**src/rtl/fusion_pkg.sv**
```systemverilog
// fusion_pkg: shared widths, FSM states and psum lane extraction for the fusion datapath
package fusion_pkg;
  localparam int LANES  = 4;
  localparam int LANE_W = 13;
  localparam int PSUM_W = LANES * LANE_W;
  localparam int ACC_W  = 32;
  localparam int CNT_W  = 16;
  typedef enum logic [1:0] {IDLE, ACCUM, OUTPUT} state_t;
  // Split mode yields 13-bit lane i extended to ACC_W; scalar mode puts psum[31:0] on lane 0 and zeros elsewhere
  function automatic logic [ACC_W-1:0] lane_slice(input logic [PSUM_W-1:0] p, input int i,
                                                  input logic split, input logic sgn);
    logic [LANE_W-1:0] l;
    l = p[LANE_W*i +: LANE_W];
    if (!split) return (i == 0) ? p[ACC_W-1:0] : '0;
    return sgn ? {{(ACC_W-LANE_W){l[LANE_W-1]}}, l} : {{(ACC_W-LANE_W){1'b0}}, l};
  endfunction
endpackage

```
**src/rtl/sat_add_lane.sv**
```systemverilog
// sat_add_lane: ACC_W saturating adder, signed or unsigned, with overflow flag
module sat_add_lane
  import fusion_pkg::*;
(
  input  logic [ACC_W-1:0] a,
  input  logic [ACC_W-1:0] b,
  input  logic             sgn,
  output logic [ACC_W-1:0] sum,
  output logic             ovf
);
  logic [ACC_W:0] s;
  // One extra bit of headroom; its disagreement with the MSB (signed) or its carry (unsigned) marks overflow
  always_comb begin
    s = {sgn & a[ACC_W-1], a} + {sgn & b[ACC_W-1], b};
    ovf = sgn ? (s[ACC_W] ^ s[ACC_W-1]) : s[ACC_W];
    sum = !ovf ? s[ACC_W-1:0] : sgn ? {s[ACC_W], {(ACC_W-1){~s[ACC_W]}}} : '1;
  end
endmodule

```
**src/rtl/psum_accumulator.sv**
```systemverilog
// psum_accumulator: sums cfg_len psum beats per result as four 13-bit lanes or one 32-bit scalar
module psum_accumulator
  import fusion_pkg::*;
(
  input  logic                   clk,
  input  logic                   rst,
  input  logic                   start,
  input  logic                   cfg_split,
  input  logic                   cfg_signed,
  input  logic [CNT_W-1:0]       cfg_len,
  input  logic                   in_valid,
  output logic                   in_ready,
  input  logic [PSUM_W-1:0]      psum_in,
  output logic                   out_valid,
  input  logic                   out_ready,
  output logic [LANES*ACC_W-1:0] out_data,
  output logic                   busy,
  output logic                   ovf
);
  state_t state, state_nxt;
  logic split_q, signed_q;
  logic [CNT_W-1:0] len_q, cnt;
  logic [LANES-1:0][ACC_W-1:0] acc, sum;
  logic [LANES-1:0] lane_ovf;
  logic beat, last;
  assign beat = in_valid & in_ready;
  assign last = CNT_W'(cnt + 1'b1) == ((len_q == '0) ? CNT_W'(1) : len_q);
  for (genvar k = 0; k < LANES; k++) begin : g_lane
    sat_add_lane u_add (
      .a   (acc[k]),
      .b   (lane_slice(psum_in, k, split_q, signed_q)),
      .sgn (signed_q),
      .sum (sum[k]),
      .ovf (lane_ovf[k])
    );
  end
  // State register
  always_ff @(posedge clk or posedge rst) begin
    if (rst) state <= IDLE;
    else state <= state_nxt;
  end
  // Next state: start only honoured in IDLE, result leaves on the output handshake
  always_comb begin
    state_nxt = (state == IDLE)  ? (start ? ACCUM : IDLE) :
                (state == ACCUM) ? ((beat && last) ? OUTPUT : ACCUM) :
                (out_ready ? IDLE : OUTPUT);
  end
  // Handshake and status outputs decode directly from state
  always_comb begin
    in_ready  = state == ACCUM;
    out_valid = state == OUTPUT;
    busy      = state != IDLE;
  end
  // Datapath: config latch on start, accumulate on each accepted beat, capture the final sum
  always_ff @(posedge clk or posedge rst) begin
    if (rst) begin
      split_q  <= 1'b0;
      signed_q <= 1'b0;
      len_q    <= '0;
      cnt      <= '0;
      acc      <= '0;
      ovf      <= 1'b0;
      out_data <= '0;
    end else if (state == IDLE && start) begin
      split_q  <= cfg_split;
      signed_q <= cfg_signed;
      len_q    <= cfg_len;
      cnt      <= '0;
      acc      <= '0;
      ovf      <= 1'b0;
    end else if (beat) begin
      acc <= sum;
      cnt <= cnt + 1'b1;
      ovf <= ovf | (|lane_ovf);
      if (last) out_data <= sum;
    end
  end
endmodule

```
**config.mk**
```make
export PLATFORM = sky130hd
export DESIGN_NAME = psum_accumulator
export DESIGN_NICKNAME = d
export VERILOG_FILES = /design/src/rtl/fusion_pkg.sv /design/src/rtl/sat_add_lane.sv /design/src/rtl/psum_accumulator.sv
export SDC_FILE = /design/constraint.sdc
export NUM_CORES = 1
export LEC_CHECK = 0
export BUFFER_PORTS_ARGS = -buffer_cell sky130_fd_sc_hd__buf_2
export CORE_MARGIN = 8
export CORE_UTILIZATION = 55
export CTS_BUF_LIST = sky130_fd_sc_hd__clkbuf_16
export CTS_CLUSTER_SIZE = 16
export DETAILED_ROUTE_END_ITERATION = 6
export GPL_TIMING_DRIVEN = 0
export PLACE_DENSITY = 0.84
export SYNTH_ARGS = -nofsm -noshare
export SYNTH_HDL_FRONTEND = slang
export SYNTH_HIERARCHICAL = 1
export SYNTH_SLANG_ARGS = --single-unit
```
**constraint.sdc**
```tcl
create_clock -name clk -period 10.52 [get_ports clk]
set_input_delay 2.104 -clock clk [delete_from_list [all_inputs] [get_ports clk]]
set_output_delay 2.104 -clock clk [all_outputs]
set_load 0.005 [all_outputs]
```
; Yosys cells after proc, flatten, opt, wreduce, memory -nomap -nowiden
; Index checks and enable logic that the tools add are counted.
; W data, S select, Z words.
[totals]
out_inout_bits = 132
inputBits = 75
register_bits = 293
wordCells = 78
[op_classes]
n_bitwise = 19
n_eq_ne = 3
n_reduce_logical = 8
add_sub_neg = 5
n_mux = 32
[ops]
columns = operator, n
row1 = $mux W32, 16
row2 = $mux W128, 2
row3 = $add A33 B33 Y33, 4
row4 = $mux W16, 3
row5 = $add A16 B1 Y16 const B, 1
row6 = $eq A16 B16 Y1, 1
row7 = $logic_not A16 Y1, 1
row8 = $and A1 B1 Y1, 9
row9 = $mux W2, 4
row10 = $mux W1, 7
row11 = $not A1 Y1, 5
row12 = $reduce_bool A2 Y1, 2
row13 = $reduce_or A4 Y1, 1
row14 = $xor A1 B1 Y1, 4
row15 = $reduce_and A3 Y1, 1
row16 = $eq A2 B1 Y1 const B, 1
row17 = $eq A2 B2 Y1 const B, 1
row18 = $logic_and A1 B1 Y1, 2
row19 = $logic_not A2 Y1, 1
row20 = $or A1 B1 Y1, 1

; Logic depth before layout (Yosys ltp)
; Gate-level depths: netlist of the first run.
[depth]
ltp_word = 10
depth_mapped = 18
depth_no_buf = 13

; By module
; The synthesis of the first run kept the hierarchy.
[by_module_without_submodules]
columns = mod, area_per_inst_um2, cells_per_inst, n_inst, seq_area_each_um2
row1 = psum_accumulator, 12304.3, 893, 1, 7332.0
row2 = sat_add_lane (g_lane[1].u_add ...), 2308.5, 325, 3, 0.0
row3 = sat_add_lane (g_lane[0].u_add), 2154.6, 300, 1, 0.0

; Least setup slack after synthesis of the first run
; Ideal clock, no wire load.
[synth_path]
kind = input port to flip-flop
from = input port psum_in[12]
to = register out_data[1]
arrival_time_ns = 5.098
required_ns = 10.393
setup_slack_ns = 5.294
path_stages = 15
cell_sequence = nand3_1 -> clkbuf_1 -> o21ai_0 -> ha_1 -> a21oi_1 -> o21ai_0 -> a2111o_1 -> nor3_1 -> nor3_1 -> mux2i_1 -> or2_1 -> buf_6 -> buf_6 -> a21o_1 -> mux2_1
[synth_lines]
columns = element, line
row1 = start: declaration, psum_accumulator.sv:13  ; input logic [PSUM_W-1:0] psum_in,
row2 = end signal: assignment, psum_accumulator.sv:75  ; if (last) out_data <= sum;
row3 = end: declaration, psum_accumulator.sv:16  ; output logic [LANES*ACC_W-1:0] out_data,

; Final worst setup path of the first run
[layout_path]
from = input port psum_in[12]
to = register ovf
[layout_via]
elab_chain_cells = 10
[layout_lines]
columns = element, line
row1 = $mux W32, fusion_pkg.sv:15  ; return sgn ? {{(ACC_W-LANE_W){l[LANE_W-1]}}, l} : {{(ACC_W-LANE_W){1'b0}}, l};
row2 = $mux W32 *, fusion_pkg.sv:15
row3 = $and A1 B1 Y1, sat_add_lane.sv:14  ; s = {sgn & a[ACC_W-1], a} + {sgn & b[ACC_W-1], b};
row4 = $add A33 B33 Y33 *, sat_add_lane.sv:14
row5 = $xor A1 B1 Y1, sat_add_lane.sv:15  ; ovf = sgn ? (s[ACC_W] ^ s[ACC_W-1]) : s[ACC_W];
row6 = $mux W1 *, sat_add_lane.sv:15
row7 = via lane_ovf[0], psum_accumulator.sv:24  ; logic [LANES-1:0] lane_ovf;
row8 = $reduce_or A4 Y1 *, psum_accumulator.sv:74  ; ovf <= ovf | (|lane_ovf);
row9 = $or A1 B1 Y1 *, psum_accumulator.sv:74
row10 = $mux W1 *, psum_accumulator.sv:71  ; end else if (beat) begin
row11 = $mux W1 *, psum_accumulator.sv:64  ; end else if (state == IDLE && start) begin
row12 = end signal: assignment, psum_accumulator.sv:74
row13 = end: declaration, psum_accumulator.sv:18  ; output logic ovf
; Mark *: on every way through the listed nets, which the timed path passes. The rest lies on a longest branch. The select of a mux whose other input is x is not followed.
; A chain may end at the register's enable or synchronous reset.

==> run summary, run 1 <==
CTS H-tree lvls - 2
Synth Flop Type - dfrtp_1
Tightest Pin Transition - 1.286 ns
PD cells - 283.7 nW/um^2
Synthesized area per cell - 9.864 um^2
Die H - 213.2 um
Initial antenna violation count - 1
Via Count - 18170
Share of power burned in registers - 23.8%
Ports - 207
Comb power frac - 59.1%
Mapped Area - 21380 um^2
Layout overhead on the synthesized area - 13.28%
Grt ovf - 0
Finished Layout Cells - 2955
Initial detailed-routing violation count - 1429
Max Transition Viols Final - 0
Critical path, cell by cell - buf_2, nand3_1, clkbuf_1, o21ai_0, ha_1, buf_2, a211oi_1, o21bai_1, a21oi_1, o21ba_2, nor3_1, mux2i_1, or2_1, buf_6, buf_6, nand2_1, nor4_1, o21ai_0
R2r endpoint - ovf
Sequential area share after synthesis - 34.29%
Area fraction of the dominant cell type after synthesis - 34.29%
Share of cells above drive strength 1 - 21.02%
Crit path largest cell delay - 0.52 ns
CTS tree - built
Synth Net Count - 2376
WHS Endpoint - out_data[5]
Drt drc - 0
Top post-synthesis cells by area - dfrtp_1 34%, ha_1 7.5%, mux2_4 7.2%
CP endpoint kind - flip-flop
Synth area leader - dfrtp_1
Clock Path Buffers - 3
Die width - 213.2 um
Initial core utilization - 55.46%
Reg-to-reg startpoint - signed_q
CP max FO - 10
Crit path DAT - 6.38 ns
Setup Skew - 0.01554 ns
P_int - 0.003836 W
HPWL Detailed - 44850 um
Commonest non-fill, non-tap cell in the layout - dfrtp_1
Total track usage - 25.88%
Fmax - 0.1670 GHz
Min cycle time layout - 5.988 ns
Worst setup slack after layout - 4.532 ns
Max-cap check violation count - 0
Mapped Cells - 2168
Worst r2r path cells - 17
EDFF count, synth - 0
P_sw - 0.003035 W
Critical Path Source Type - primary input
Total wire length - 59250 um
Placed cells - 2894
Insertion delay to the later sink of the worst-skew pair - 0.54 ns
Post-synth cell types - 89
Final Instance Area - 24220 um^2
Die area - 45450 um^2
Setup violations, final - 0
Status - finished clean
WP data required - 10.91 ns
RSZ-0062 raised after global routing - false
Clock power share - 17.1%
Vias in the first global route - 18230
Post-CTS sizing - 0
Clock Root Buffer - clkbuf_16
Final GP Congestion - 0.9531
Hold path depth - 1
CTS clk-pin slew, worst paths - 0.06 ns
Clock sink count - 293
Setup slack, reg-to-reg - 5.30 ns
Fin crit share - 56.92%
Row count - 72
Warnings, synthesis - 6
CP delay by family, top - simple AND/OR/NAND/NOR gates
Place WS - 4.018 ns
Headroom to the max-slew limit - 13.92%
Core box area - 38560 um^2
Hold path start - out_data[5]
Vias per cell - 6.149
Critical Path Slowest Stage Cell - nor4_1
Sw Ratio - 44.17%
Setup bufs post-CTS - 0
Cts hold-fix bufs - 0
Worst Hold Class - reg2reg
Crit path kind - in2reg
DR pass1 iterations - 5
Nets@finish - 2620
Pin count of the biggest net entering global routing - 129
Async set-reset flop share out of synthesis - 100.0%
Area post-placement - 23130 um^2
Port buffer count - 206
Fin. Hold Viols - 0
WL/cell - 20.05 um
Cts bufs inserted - 34
Fin util - 62.82%
#FFs+latches synth - 293
Routed Antenna Nets - 0
First-pass GRT wire length - 96020 um
VDD IR max - 0.0002018 V
Buf/Inv on CP - 5
P_leak - 12.44 nW
Most frequent cells in the layout - 293 x dfrtp_1, 242 x buf_2, 176 x nand2_1, 161 x a21o_1, 151 x a21oi_1
-- power by group through the flow --
stage | Combinational (W) | Clock [W] | Sequential [W]
floorplan | 0.00307 | 0 | 0.00158
global placement | 0.00387 | 0 | 0.00164
detailed placement | 0.00398 | 0 | 0.00164
CTS | 0.00401 | 0.00120 | 0.00163
global route | 0.00444 | 0.00124 | 0.00167
finish | 0.00406 | 0.00117 | 0.00164
-- flip-flops by register name, indices dropped and copies added, names as in the netlist --
signal and cells:
len_q 16, ovf 1, split_q 1, signed_q 1, acc 128, state 2
out_data 128, cnt 16
-- Yosys cell counts, drive strengths merged, types with 4 or more instances --
master and n:
ha 129, a21oi 152, buf 70, xor2 54, nor2 75, a21boi 7
or3 7, and2 53, o21ba 4, nor2b 19, a31o 10, fa 4
clkbuf 69, nand3 29, and3 22, nand2b 14, dfrtp 293, nor3 35
o211ai 26, o21ai 123, o31ai 11, a2111oi 9, nor3b 4, mux2 135
a22o 130, a211oi 24, a31oi 21, a22oi 4, nand4 50, nand2 179
nor4 23, xnor2 81, o21a 18, o21bai 17, a21o 161, o41ai 12
inv 46
-- per-layer routing --
metal / up-vias / wire [um] / track usage (%)
met5: - / 0 / 0
met4: 0 / 1872 / 9.690
met3: 118 / 3481 / 3.934
met2: 587 / 27470 / 42.07
met1: 8905 / 26420 / 34.64
li1: 8561 / - / -
-- stage by stage --
step                      power, W  hold slack (ns)  setup TNS, ns
after floorplan           0.004655           0.4725              0
after global placement    0.005510           0.4665        -804.03
after detailed placement  0.005627           0.4695              0
after CTS                 0.006850           0.4823              0
after global routing      0.007350           0.5032              0
final                     0.006871           0.4773              0
-- logic make-up after synthesis --
kind of cell	after synthesis	share of synthesized area, %
flops	293	34.29
fa+ha+maj	133	7.922
compound gates	763	25.62
mux	138	9.057
buf+inv	185	4.985
simple gates	520	12.50
xor+xnor	136	5.635
-- final cells by class --
class	count	area, um^2
Inverter	46	180.2
Clock inverter	23	168.9
Timing Repair Buffer	208	1086
Clock buffer	37	925.9
Antenna cell	1	2.502
Sequential cell	293	7332
Fill cell	3255	14330
Buffer	139	893.4
Multi-Input combinational cell	1690	12990
Tap cell	518	648.1
-- how the worst max path moves through the flow --
stage / slack [ns] / start / end / cells past startpoint
final: 4.53 / psum_in[12] / ovf / 18
after floorplan: 0.33 / rst / acc[0] / 1
after global placement: -2.79 / rst / out_data[46] / 2
after CTS: 4.62 / psum_in[12] / ovf / 18
after global routing: 4.21 / psum_in[12] / ovf / 18
after detailed placement: 4.02 / psum_in[12] / ovf / 18
Power figures use the tool's default switching activity.
==> run 2, diff against run 1 <==
--- a/config.mk
+++ b/config.mk
@@ -12,7 +12,7 @@
 export CTS_CLUSTER_SIZE = 16
 export DETAILED_ROUTE_END_ITERATION = 6
 export GPL_TIMING_DRIVEN = 0
-export PLACE_DENSITY = 0.84
+export PLACE_DENSITY = 0.81
 export SYNTH_ARGS = -nofsm -noshare
 export SYNTH_HDL_FRONTEND = slang
 export SYNTH_HIERARCHICAL = 1
==> constraint.sdc (replaced) <==
create_clock -name clk -period 5.8 [get_ports clk]
set_input_delay 1.16 -clock clk [delete_from_list [all_inputs] [get_ports clk]]
set_output_delay 1.16 -clock clk [all_outputs]
set_load 0.005 [all_outputs]
==> run 2 against run 1 <==
  * Worst setup slack worse by 4.0 ns
  * Clock skew about the same
  * Sequential share of layout area is 0.14 points lower
  * Global-route usage is 0.20 points higher
  * Critical path type is now reg2reg
  * Register-to-register slack worse by 4.8 ns
  * Die area is the same
==> run summary, run 2 (same netlist as run 1, synthesis figures left out) <==
Status - finished clean
PD cells - 512.9 nW/um^2 (+81%)
CTS tree - built
Sw Ratio - 44.47% (+0.30 points)
P_sw - 0.005550 W (+83%)
Insertion delay to the later sink of the worst-skew pair - 0.55 ns (about the same)
Core box area - 38560 um^2 (unchanged)
Place WS - 0.3834 ns (-3.635 ns)
CP endpoint kind - flip-flop
First-pass GRT wire length - 96280 um (+0.27%)
CTS clk-pin slew, worst paths - 0.06 ns (about the same)
Die area - 45450 um^2 (unchanged)
Max Transition Viols Final - 0 (unchanged)
Tightest Pin Transition - 1.298 ns (+0.01199 ns)
Setup tns final - 0 ns (unchanged)
Total track usage - 26.08% (+0.20 points)
WP data required - 6.20 ns (-4.71 ns)
Clock Path Buffers - 3 (unchanged)
Cts hold-fix bufs - 0 (unchanged)
DR pass1 iterations - 5 (unchanged)
Crit path kind - reg2reg
Clock power share - 17.1% (about the same)
Critical path, cell by cell - clkbuf_1, clkbuf_1, and3_1, ha_1, clkbuf_1, a21oi_1, o21ai_0, a22oi_1, a21oi_1, a2111oi_1, nand2_2, xnor2_1, nor4_1, o21ai_0
Register cell area after layout - 7332 um^2 (unchanged)
Via Count - 18120 (-0.26%)
Final GP Congestion - 0.9026 (-5.3%)
Setup violations, final - 0 (unchanged)
Critical Path Source Type - flip-flop
Most common cell on crit path - clkbuf_1
Grt ovf - 0 (unchanged)
Setup Skew - 0.01512 ns (-0.0004190 ns)
Clock Root Buffer - clkbuf_16
WL/cell - 20.16 um (+0.56%)
CP delay by family, top - compound AO/OA/AOI/OAI gates
Multi-input gate area - 12990 um^2 (unchanged)
Share of power burned in registers - 23.7% (about the same)
Initial core utilization - 55.46% (unchanged)
Comb power frac - 59.1% (about the same)
Worst Hold Class - reg2reg
P_leak - 12.47 nW (+0.24%)
Initial detailed-routing violation count - 1279 (-10%)
P_int - 0.006931 W (+81%)
Fmax - 0.1900 GHz
Fin. Hold Viols - 0 (unchanged)
Post-CTS sizing - 0 (unchanged)
Drt drc - 0 (unchanged)
Vias per cell - 6.108 (-0.67%)
Routed Antenna Nets - 0 (unchanged)
Port buffer count - 206 (unchanged)
Max-cap check violation count - 0 (unchanged)
HPWL Detailed - 45400 um (+1.2%)
Worst setup slack after layout - 0.5363 ns (-3.995 ns)
Commonest non-fill, non-tap cell in the layout - dfrtp_1
Fin crit share - 90.75%
CTS H-tree lvls - 2 (unchanged)
Setup bufs post-CTS - 0 (unchanged)
Area post-placement - 23230 um^2 (+0.44%)
Largest regs - acc (128), out_data (128)
WHS - 0.4803 ns (+0.003058 ns)
Cts bufs inserted - 34 (unchanged)
Row count - 72 (unchanged)
Critical Path Slowest Stage Cell - and3_1
VDD IR max - 0.0002662 V (+32%)
Layout overhead on the synthesized area - 13.80%
Die width - 213.2 um (unchanged)
Nets@finish - 2626 (+0.23%)
Clock sink count - 293 (unchanged)
Fin util - 63.12% (+0.29 points)
Share of cells above drive strength 1 - 21.49% (+0.47 points)
Vias in the first global route - 18050 (-0.98%)
Initial antenna violation count - 6 (+5)
RSZ-0062 raised after global routing - false
Headroom to the max-slew limit - 13.12% (-0.80 points)
Crit path DAT - 5.66 ns (-0.72 ns)
Buf/Inv on CP - 3 (-2)
Pin count of the biggest net entering global routing - 42 (-67%)
Final Instance Area - 24340 um^2 (+0.46%)
Most frequent cells in the layout - 293 x dfrtp_1, 242 x buf_2, 176 x nand2_1, 161 x a21o_1, 151 x a21oi_1
Ports - 207 (unchanged)
Die H - 213.2 um (unchanged)
CP max FO - 20 (+10)
Total wire length - 59820 um (+0.97%)
Min cycle time layout - 5.264 ns
Fillers - 3276 (+0.65%)
Crit path largest cell delay - 0.81 ns (+0.29 ns)
[run 2: cell types whose count changed in the layout (fill, tap and decap cells not counted), moves of 2 or more]
cell,previous run,this run
clkinvlp_4,0,4
inv_1,52,49
clkinv_1,10,7
buf_12,11,19
clkinv_2,3,7
buf_16,2,0
diode_2,1,6
[run 2: area by class of cell]
| cell class | instances | area share [%] |
|---|---|---|
| clock buffer | 37 | 3.805 |
| inverter | 46 | 0.7249 |
| multi-input combinational | 1690 | 53.36 |
| buffer | 139 | 3.671 |
| clock inverter | 24 | 0.6889 |
| timing repair buffer | 214 | 4.895 |
| antenna | 6 | 0.06170 |
| sequential | 293 | 30.13 |
| tap | 518 | 2.663 |
[run 2: power groups by stage]
stage          clock network, W  logic (W)  registers [W]
6_report                0.00214    0.00738        0.00296
3_5_place_dp                  0    0.00722        0.00297
2_1_floorplan                 0    0.00558        0.00287
3_3_place_gp                  0    0.00703        0.00297
5_1_grt                 0.00226    0.00806        0.00302
4_1_cts                 0.00219    0.00728        0.00296
[run 2: path summary, 6_finish.rpt]
check,startpoint,end,slack [ns],cells past startpoint
setup / recovery,split_q,ovf,0.54,14
hold / removal,out_data[4],out_data[4],0.48,1
setup reg to reg,split_q,ovf,0.54,14
hold reg to reg,out_data[4],out_data[4],0.48,1
max in group asynchronous,rst,out_data[85],3.94,5
min in group asynchronous,rst,state[1],0.74,2
[run 2: metal layers]
| metal | share of wire, % | track usage [%] | wire, um |
|---|---|---|---|
| met4 | 4.0 | 11.98 | 2410 |
| met5 | 0 | 0 | 0 |
| met1 | 44 | 34.40 | 26380 |
| met3 | 5.9 | 4.022 | 3524 |
| met2 | 46 | 41.90 | 27510 |
[run 2: through the flow]
step / total power [W] / instances
floorplan: 0.008444 / 2168
global placement: 0.009992 / 2892
detailed placement: 0.01020 / 2900
CTS: 0.01243 / 2961
global route: 0.01334 / 2967
finish: 0.01248 / 2967
==> run 3, diff against run 2 <==
--- a/config.mk
+++ b/config.mk
@@ -5,14 +5,15 @@
 export SDC_FILE = /design/constraint.sdc
 export NUM_CORES = 1
 export LEC_CHECK = 0
-export BUFFER_PORTS_ARGS = -buffer_cell sky130_fd_sc_hd__buf_2
 export CORE_MARGIN = 8
 export CORE_UTILIZATION = 55
 export CTS_BUF_LIST = sky130_fd_sc_hd__clkbuf_16
 export CTS_CLUSTER_SIZE = 16
 export DETAILED_ROUTE_END_ITERATION = 6
+export DONT_BUFFER_PORTS = 1
 export GPL_TIMING_DRIVEN = 0
-export PLACE_DENSITY = 0.81
+export MAX_ROUTING_LAYER = met4
+export PLACE_DENSITY = 0.76
 export SYNTH_ARGS = -nofsm -noshare
 export SYNTH_HDL_FRONTEND = slang
 export SYNTH_HIERARCHICAL = 1
==> constraint.sdc (replaced) <==
create_clock -name clk -period 5.9 [get_ports clk]
set_input_delay 1.18 -clock clk [delete_from_list [all_inputs] [get_ports clk]]
set_output_delay 1.18 -clock clk [all_outputs]
set_load 0.005 [all_outputs]
==> run 3 against run 2 <==
  * Fmax is 4.1% higher
  * Clock power increased by 2%
  * Sequential share of layout area grew 1.3 points
  * Sequential cell count stayed put
  * Clock skew rose by 0.013 ns
  * Largest cell class unchanged
  * Largest power group unchanged
==> run summary, run 3 (same netlist as run 1, synthesis figures left out) <==
Most frequent cells in the layout - 293 x dfrtp_1, 176 x nand2_1, 161 x a21o_1, 151 x a21oi_1, 130 x a22o_1
Crit path DAT - 5.54 ns (-0.12 ns)
Register cell area after layout - 7332 um^2 (unchanged)
Ports - 207 (unchanged)
Setup bufs post-CTS - 0 (unchanged)
Die area - 45450 um^2 (unchanged)
CTS H-tree lvls - 2 (unchanged)
Initial detailed-routing violation count - 1061 (-17%)
Critical Path Source Type - flip-flop
Initial antenna violation count - 1 (-5)
Post-CTS sizing - 0 (unchanged)
Drt drc - 0 (unchanged)
P_leak - 11.46 nW (-8.1%)
Fmax - 0.1977 GHz (+4.1%)
Multi-input gate area - 12990 um^2 (unchanged)
Initial core utilization - 55.46% (unchanged)
Cts bufs inserted - 34 (unchanged)
Worst Hold Class - reg2reg
Row count - 72 (unchanged)
PD cells - 523.6 nW/um^2 (+2.1%)
Total track usage - 26.59% (+0.51 points)
Insertion delay to the later sink of the worst-skew pair - 0.55 ns (about the same)
Via Count - 17120 (-5.5%)
First-pass GRT wire length - 94350 um (-2.0%)
VDD IR max - 0.0003029 V (+14%)
RSZ-0062 raised after global routing - false
Crit path kind - reg2reg
Fin crit share - 85.72% (-5.0 points)
Sw Ratio - 44.01% (-0.46 points)
Tightest Pin Transition - 1.142 ns (-0.1567 ns)
Cts hold-fix bufs - 0 (unchanged)
Commonest non-fill, non-tap cell in the layout - dfrtp_1
CP max FO - 20 (unchanged)
Pin count of the biggest net entering global routing - 44 (+4.8%)
Share of power burned in registers - 24.1% (+0.4 points)
Total wire length - 59390 um (-0.73%)
P_sw - 0.005374 W (-3.2%)
Fin. Hold Viols - 0 (unchanged)
Share of cells above drive strength 1 - 14.32% (-7.2 points)
DR pass1 iterations - 5 (unchanged)
Routed Antenna Nets - 0 (unchanged)
Setup Skew - 0.02807 ns (+0.01295 ns)
CTS tree - built
Clock sink count - 293 (unchanged)
Largest regs - acc (128), out_data (128)
Nets@finish - 2419 (-7.9%)
Status - finished clean
Vias per cell - 6.220 (+1.8%)
HPWL Detailed - 45180 um (-0.48%)
Port buffer count - 0 (-100%)
Clock power share - 17.9% (+0.8 points)
Finished Layout Cells - 2753 (-7.2%)
P_int - 0.006836 W (-1.4%)
Die H - 213.2 um (unchanged)
Setup violations, final - 0 (unchanged)
Headroom to the max-slew limit - 23.61% (+10 points)
Fin util - 60.48% (-2.6 points)
Max Transition Viols Final - 0 (unchanged)
Fillers - 3305 (+0.89%)
Antenna diodes - 0 (-6)
Layout overhead on the synthesized area - 9.040%
Placed cells - 2693 (-7.1%)
CP endpoint kind - flip-flop
WL/cell - 21.57 um (+7.0%)
Core box area - 38560 um^2 (unchanged)
Comb power frac - 58.0% (-1.1 points)
Final GP Congestion - 0.9359 (+3.7%)
Setup tns final - 0 ns (unchanged)
Tot Pwr - 0.01221 W (-2.2%)
Min cycle time layout - 5.058 ns (-0.2059 ns)
Die width - 213.2 um (unchanged)
Max-cap check violation count - 0 (unchanged)
Grt ovf - 0 (unchanged)
Clock Path Buffers - 3 (unchanged)
WP data required - 6.39 ns (+0.19 ns)
WHS - 0.5041 ns (+0.02379 ns)
CTS clk-pin slew, worst paths - 0.06 ns (about the same)
Vias in the first global route - 17060 (-5.5%)
Clock Root Buffer - clkbuf_16
==> run 3: metal layers <==
layer / wire, um / vias up / global-route usage [%] / part of all wire (%)
li1: - / 8170 / - / -
met1: 26950 / 8358 / 35.04 / 45
met2: 26780 / 475 / 40.39 / 45
met3: 3370 / 120 / 4.712 / 5.7
met4: 2284 / 0 / 10.61 / 3.8
met5: 0 / - / - / 0
==> run 3: final timing paths <==
path	slack [ns]	start	depth (start not counted)	end
min in group asynchronous	0.64	rst	1	out_data[120]
setup / recovery	0.84	split_q	15	out_data[124]
max in group asynchronous	3.57	rst	6	out_data[80]
hold / removal	0.50	acc[124]	1	acc[124]
setup reg to reg	0.84	split_q	15	out_data[124]
hold reg to reg	0.50	acc[124]	1	acc[124]
==> run 3: power by group through the flow <==
stage                     Clock (W)  Sequential, W  Combinational (W)
after global placement            0        0.00295            0.00680
after CTS                   0.00224        0.00293            0.00703
final                       0.00219        0.00294            0.00708
after global routing        0.00231        0.00300            0.00775
after floorplan                   0        0.00282            0.00548
after detailed placement          0        0.00295            0.00696
==> run 3: per-stage QoR <==
step / setup WS (ns) / instance area, um^2
2_1_floorplan: 0.8309 / 21390
5_1_grt: 0.3847 / 23320
3_3_place_gp: -0.7059 / 22040
6_report: 0.8423 / 23320
3_5_place_dp: 0.7435 / 22180
4_1_cts: 0.8397 / 23320
==> run 3: cell type report <==
class,count,share of cell area (%)
multi-input combinational,1690,55.69
buffer,139,3.831
timing repair buffer,7,0.6332
inverter,46,0.7566
sequential,293,31.44
clock inverter,25,1.105
tap,518,2.780
clock buffer,35,3.756
==> run 3: worst max-delay path, cell delays in order, from the launching register on <==
cell and delay (ns):
dfrtp_1 0.32, clkbuf_1 0.38, clkbuf_1 0.50, and3_1 0.84, ha_1 0.38, clkbuf_1 0.19, a21oi_1 0.23, o21ai_0 0.17
a22oi_1 0.29, a21oi_1 0.12, a2111oi_1 0.60, nand2_2 0.12, nand2_1 0.17, buf_2 0.27, a21o_1 0.23, mux2_2 0.17
